`src/rtl/imem_arb_pkg.sv`:
```
// ---------------------------------------------------------------------------
// imem_arb_pkg : shared types for the instruction-RAM port arbiter. Rev 1.0
// ---------------------------------------------------------------------------
`default_nettype none

package imem_arb_pkg;

  typedef enum logic [1:0] {
    OWN_NONE = 2'd0,
    OWN_IF   = 2'd1,
    OWN_LD   = 2'd2
  } owner_e;

endpackage : imem_arb_pkg

`default_nettype wire

```
`src/rtl/imem_port_arbiter.sv`:
```
// ---------------------------------------------------------------------------
// imem_port_arbiter : shares one instruction-RAM port between fetch and loader.
// Rev 1.0
// ---------------------------------------------------------------------------
`default_nettype none

module imem_port_arbiter
  import imem_arb_pkg::*;
#(
  parameter int IMEM_ADDR_WIDTH = 12,
  parameter int MAX_WAIT        = 4
) (
  input  logic                       i_clk,
  input  logic                       i_rst_n,

  input  logic                       i_if_req,
  input  logic [IMEM_ADDR_WIDTH-1:0] i_if_addr,
  output logic                       o_if_gnt,
  output logic                       o_if_rvalid,
  output logic [31:0]                o_if_rdata,

  input  logic                       i_ld_req,
  input  logic                       i_ld_we,
  input  logic [3:0]                 i_ld_be,
  input  logic [IMEM_ADDR_WIDTH-1:0] i_ld_addr,
  input  logic [31:0]                i_ld_wdata,
  output logic                       o_ld_gnt,
  output logic                       o_ld_rvalid,
  output logic [31:0]                o_ld_rdata,

  output logic [IMEM_ADDR_WIDTH-1:0] o_ram_addr,
  output logic                       o_ram_we,
  output logic [3:0]                 o_ram_size,
  output logic [31:0]                o_ram_din,
  input  logic [31:0]                i_ram_dout
);

  localparam int                      WCNT_W   = $clog2(MAX_WAIT + 1);
  localparam logic [WCNT_W-1:0]       WAIT_SAT = WCNT_W'(MAX_WAIT);

  logic [WCNT_W-1:0] wait_cnt_q, wait_cnt_d;
  owner_e            owner_q,    owner_d;

  logic              fetch_prio;
  logic              if_gnt;
  logic              ld_gnt;
  logic              unused_addr_lsbs;

  // Word-aligned RAM port: the byte offset bits of both requesters are don't-care.
  assign unused_addr_lsbs = ^{i_if_addr[1:0], i_ld_addr[1:0]};

  // Grants are forced low while reset is held so the RAM sees no activity.
  always_comb begin
    fetch_prio = (wait_cnt_q == WAIT_SAT);
    if_gnt     = i_rst_n && i_if_req && (!i_ld_req || fetch_prio);
    ld_gnt     = i_rst_n && i_ld_req && !if_gnt;
  end

  assign o_if_gnt = if_gnt;
  assign o_ld_gnt = ld_gnt;

  always_comb begin
    o_ram_addr = '0;
    o_ram_we   = 1'b0;
    o_ram_size = 4'b0000;
    o_ram_din  = '0;
    if (if_gnt) begin
      o_ram_addr = {i_if_addr[IMEM_ADDR_WIDTH-1:2], 2'b00};
    end else if (ld_gnt) begin
      o_ram_addr = {i_ld_addr[IMEM_ADDR_WIDTH-1:2], 2'b00};
      o_ram_we   = i_ld_we;
      o_ram_size = i_ld_we ? i_ld_be : 4'b0000;
      o_ram_din  = i_ld_wdata;
    end
  end

  always_comb begin
    wait_cnt_d = '0;
    if (i_if_req && !if_gnt) begin
      wait_cnt_d = (wait_cnt_q == WAIT_SAT) ? wait_cnt_q : wait_cnt_q + 1'b1;
    end
  end

  // The owner remembers who gets next cycle's registered RAM output.
  always_comb begin
    owner_d = OWN_NONE;
    if (if_gnt) begin
      owner_d = OWN_IF;
    end else if (ld_gnt && !i_ld_we) begin
      owner_d = OWN_LD;
    end
  end

  always_ff @(posedge i_clk or negedge i_rst_n) begin
    if (!i_rst_n) begin
      wait_cnt_q <= '0;
      owner_q    <= OWN_NONE;
    end else begin
      wait_cnt_q <= wait_cnt_d;
      owner_q    <= owner_d;
    end
  end

  always_comb begin
    o_if_rvalid = (owner_q == OWN_IF);
    o_ld_rvalid = (owner_q == OWN_LD);
    o_if_rdata  = o_if_rvalid ? i_ram_dout : 32'h0;
    o_ld_rdata  = o_ld_rvalid ? i_ram_dout : 32'h0;
  end

endmodule : imem_port_arbiter

`default_nettype wire

```
`config.mk`:
```
export PLATFORM = sky130hd
export DESIGN_NAME = imem_port_arbiter
export DESIGN_NICKNAME = d
export VERILOG_FILES = /design/src/rtl/imem_arb_pkg.sv /design/src/rtl/imem_port_arbiter.sv
export SDC_FILE = /design/constraint.sdc
export NUM_CORES = 1
export LEC_CHECK = 0
export ABC_AREA = 1
export CAP_MARGIN = 30
export CORE_MARGIN = 2
export CORE_UTILIZATION = 18
export CTS_CLUSTER_DIAMETER = 200
export DETAILED_ROUTE_END_ITERATION = 10
export PLACE_DENSITY = 0.77
export SLEW_MARGIN = 25
export SYNTH_ARGS = -nofsm -noshare
export SYNTH_HDL_FRONTEND = slang
export SYNTH_SLANG_ARGS = --single-unit
```
`constraint.sdc`:
```
create_clock -name i_clk -period 1.5 [get_ports i_clk]
set_clock_uncertainty 0.1 [all_clocks]
set_input_delay 0.15 -clock i_clk [delete_from_list [all_inputs] [get_ports i_clk]]
set_output_delay 0.15 -clock i_clk [all_outputs]
set_load 0.01 [all_outputs]
```
==> metrics.md <==
| Metric | Value |
|---|---|
| Worst VDD drop | 0.274 mV |
| Area growth syn-to-layout | 272% |
| Die X | 83.6 um |
| Die Area | 6990 um2 |
| DP HPWL | 4.94 mm |
| Initial antenna violation count | 0 |
| GRT overflow | 0 |
| Initial drt markers | 29 |
| Max Clk Rate | 0.547 GHz |
| Filler Cell Count | 498 |
| Clk buf depth | 2 |
| Root Driver | clkbuf_8 |
| CP dominant cell by count | nand2_4 |
| Outcome | finished with violations |
| Vias in the first global route | 2,320 |
| Row count | 29 |
| Setup violators final | 82 |
| Failing checks | setup timing |
| H-tree depth | 1 |
| Pwr/cell area | 352 nW/um2 |
| Leak | 0.00226 uW |
| Synthesis Warnings | 0 |
| FF-to-FF End | owner_q[1]$_DFF_PN0_ |
| Syn Inst Count | 255 |
| Post-synth top area share | 0.352 |
| Residual DRC | 0 |
| CP max stage cell | dfrtp_1 |
| I/O Pins | 214 |
| Die Y | 83.6 um |
| Effective utilization at floorplan | 0.183 |
| RSZ-0062 raised after global routing | true |
| Total track usage | 0.181 |
| Area leader, netlist | nor2_1 |
| Worst hold path class | input pin to asynchronous set/reset pin |
| Final min period | 1830 ps |
| Netlist Area Pre-Place | 1140 um2 |
| Final wirelength | 8.15 mm |
| Routed vias/inst | 4.23 |
| Max FO, Critical Path | 7 |
| Final Hold Fails | 0 |
| Synth Area per Inst | 4.47 um2 |
| Antenna cells | 0 |
| Reg-to-Reg Start | wait_cnt_q[1]$_DFFE_PN0P_ |
| Clock transition at the registers of the reported paths | 30 ps |
| Final Wtd Congestion | 0.745 |
| CP Launch Type | register |
| Finished Cell Area | 4240 um2 |
| DP Area | 3410 um2 |
| Pins Over Slew Limit | 0 |
| PortBufs | 207 |
| Register area share after synthesis | 0.110 |
| Clock Sinks | 5 |
| Yosys reg bits | 5 |
| Nets@finish | 592 |
| WS Path Type | register to primary output |
| Via Count | 2,407 |
| Antenna-violating nets left | 0 |
| Required @ worst endpoint | 1250 ps |
| Endpoint class of the critical path | primary output |
| DR WL/cell | 14.3 um |
| Core footprint | 6240 um2 |
| Drt first pass iters | 4 |
| TritonCTS clock tree | yes |
| Clock Latency Late Sink | 220 ps |
| Maxcap violations | 0 |
| Final hold slack | 180 ps |
| Max incr delay on CP | 360 ps |
| R2R cell count | 8 |
| Critical Path AT | 1580 ps |
| Hold Buf Count CTS | 0 |
| Setup WS pre-CTS | -612 ps |
| R2r setup slk | 90 ps |
| TritonCTS Buffers | 3 |
| Fin crit share | 1.22 |
| Worst Setup SP | wait_cnt_q[1]$_DFFE_PN0P_ |
| Distinct cells, synth | 15 |
| Cells along the critical path | inv_2 -> ha_4 -> nand2_4 -> nand2_4 -> nand2_4 -> nand2_8 -> clkbuf_16 -> nor2_1 -> buf_2 |
| First-pass GRT wire length | 10.6 mm |
| Largest net degree at the start of global routing | 18 |
| Share of post-route cells with drive strength above 1 | 0.502 |
| PnR worst setup slack | -329 ps |
| Main area contributors after synthesis | nor2_1 (35%), inv_1 (25%), dfrtp_1 (11%) |
## layout by cell type (no fill, tap or decap), types with 3 or more instances in the layout
cell,n
nand2_2,8
dfrtp_1,5
buf_16,4
inv_2,4
buf_6,71
buf_4,18
clkbuf_16,6
inv_1,69
clkdlybuf4s50_1,91
nand2_4,3
nor2_1,39
clkbuf_8,3
buf_12,4
nand3_1,11
buf_2,51
nand2_1,23
nor2_4,60
nor2_2,9
## power breakdown
group          total (uW)  internal (uW)  switching [uW]
clock                 245            182            62.5
sequential            160            149            11.2
combinational        1090            606             484
total                1490            938             557
## worst max path at each step
stage / to / slack, ps / cells after the start
5_1_grt: o_ram_we / -410 / 9
3_3_place_gp: o_ram_din[9] / -570 / 8
3_5_place_dp: o_ram_din[5] / -610 / 8
6_report: o_ram_we / -330 / 9
2_1_floorplan: o_ram_din[16] / -10 / 9
4_1_cts: o_ram_addr[2] / -390 / 9
## logic make-up (layout without fill, tap and decap cells)
| family | after synthesis | in the layout | share of synthesized area |
|---|---|---|---|
| simple gates | 155 | 155 | 0.531 |
| xor+xnor | 1 | 1 | 0.00768 |
| fa+ha+maj | 2 | 2 | 0.0219 |
| compound gates | 1 | 1 | 0.00438 |
| flops | 5 | 5 | 0.110 |
| other cells | 1 | 2 | 0.00329 |
| buf+inv | 90 | 326 | 0.322 |
## cells in the mapped netlist (all sizes together)
cell / instances
a21oi: 1
buf: 8
clkbuf: 7
conb: 1
dfrtp: 5
ha: 2
inv: 75
nand2: 36
nand3: 11
nor2: 108
xor2: 1
## sequential cells by signal, indices dropped and copies added (netlist names)
register,flops
owner_q,2
wait_cnt_q,3
## final cells by class
class / count / area [um2] / area share
Timing Repair Buffer: 247 / 2470 / 0.581
Sequential cell: 5 / 125 / 0.0295
Tap cell: 77 / 96.3 / 0.0227
Inverter: 75 / 297 / 0.0699
Multi-Input combinational cell: 161 / 1210 / 0.286
Clock buffer: 4 / 45.0 / 0.0106
## repair_timing
item,CTS,global route
endpoints found under the setup margin,115,116
endpoints found under the hold margin,0,0
cloned,5,6
pin swaps,6,14
buffers inserted,8,5
resized for setup,456,236
## metal layers
| metal | wire (um) | GRT usage | part of all wire |
|---|---|---|---|
| met2 | 4700 | 0.366 | 0.58 |
| met1 | 2810 | 0.187 | 0.34 |
| met5 | 0 | 0 | 0 |
| met3 | 538 | 0.0336 | 0.066 |
| met4 | 99 | 0.0455 | 0.012 |
## worst max-delay path: cells and delay by family (launching register included)
family	cells	cell delay [ps]
fa+ha+maj	1	160
buf+inv	3	410
flops	1	360
simple gates	5	420
## stage by stage
stage | util | total power, uW | cells | setup TNS, ps
after global routing | 0.680 | 1590 | 569 | -20970
after global placement | 0.547 | 959 | 542 | -31460
after floorplan | - | 432 | 256 | -127
after detailed placement | 0.547 | 972 | 542 | -33520
final | 0.680 | 1490 | 569 | -15680
after CTS | 0.536 | 1220 | 558 | -15580
Power figures use the tool's default switching activity.
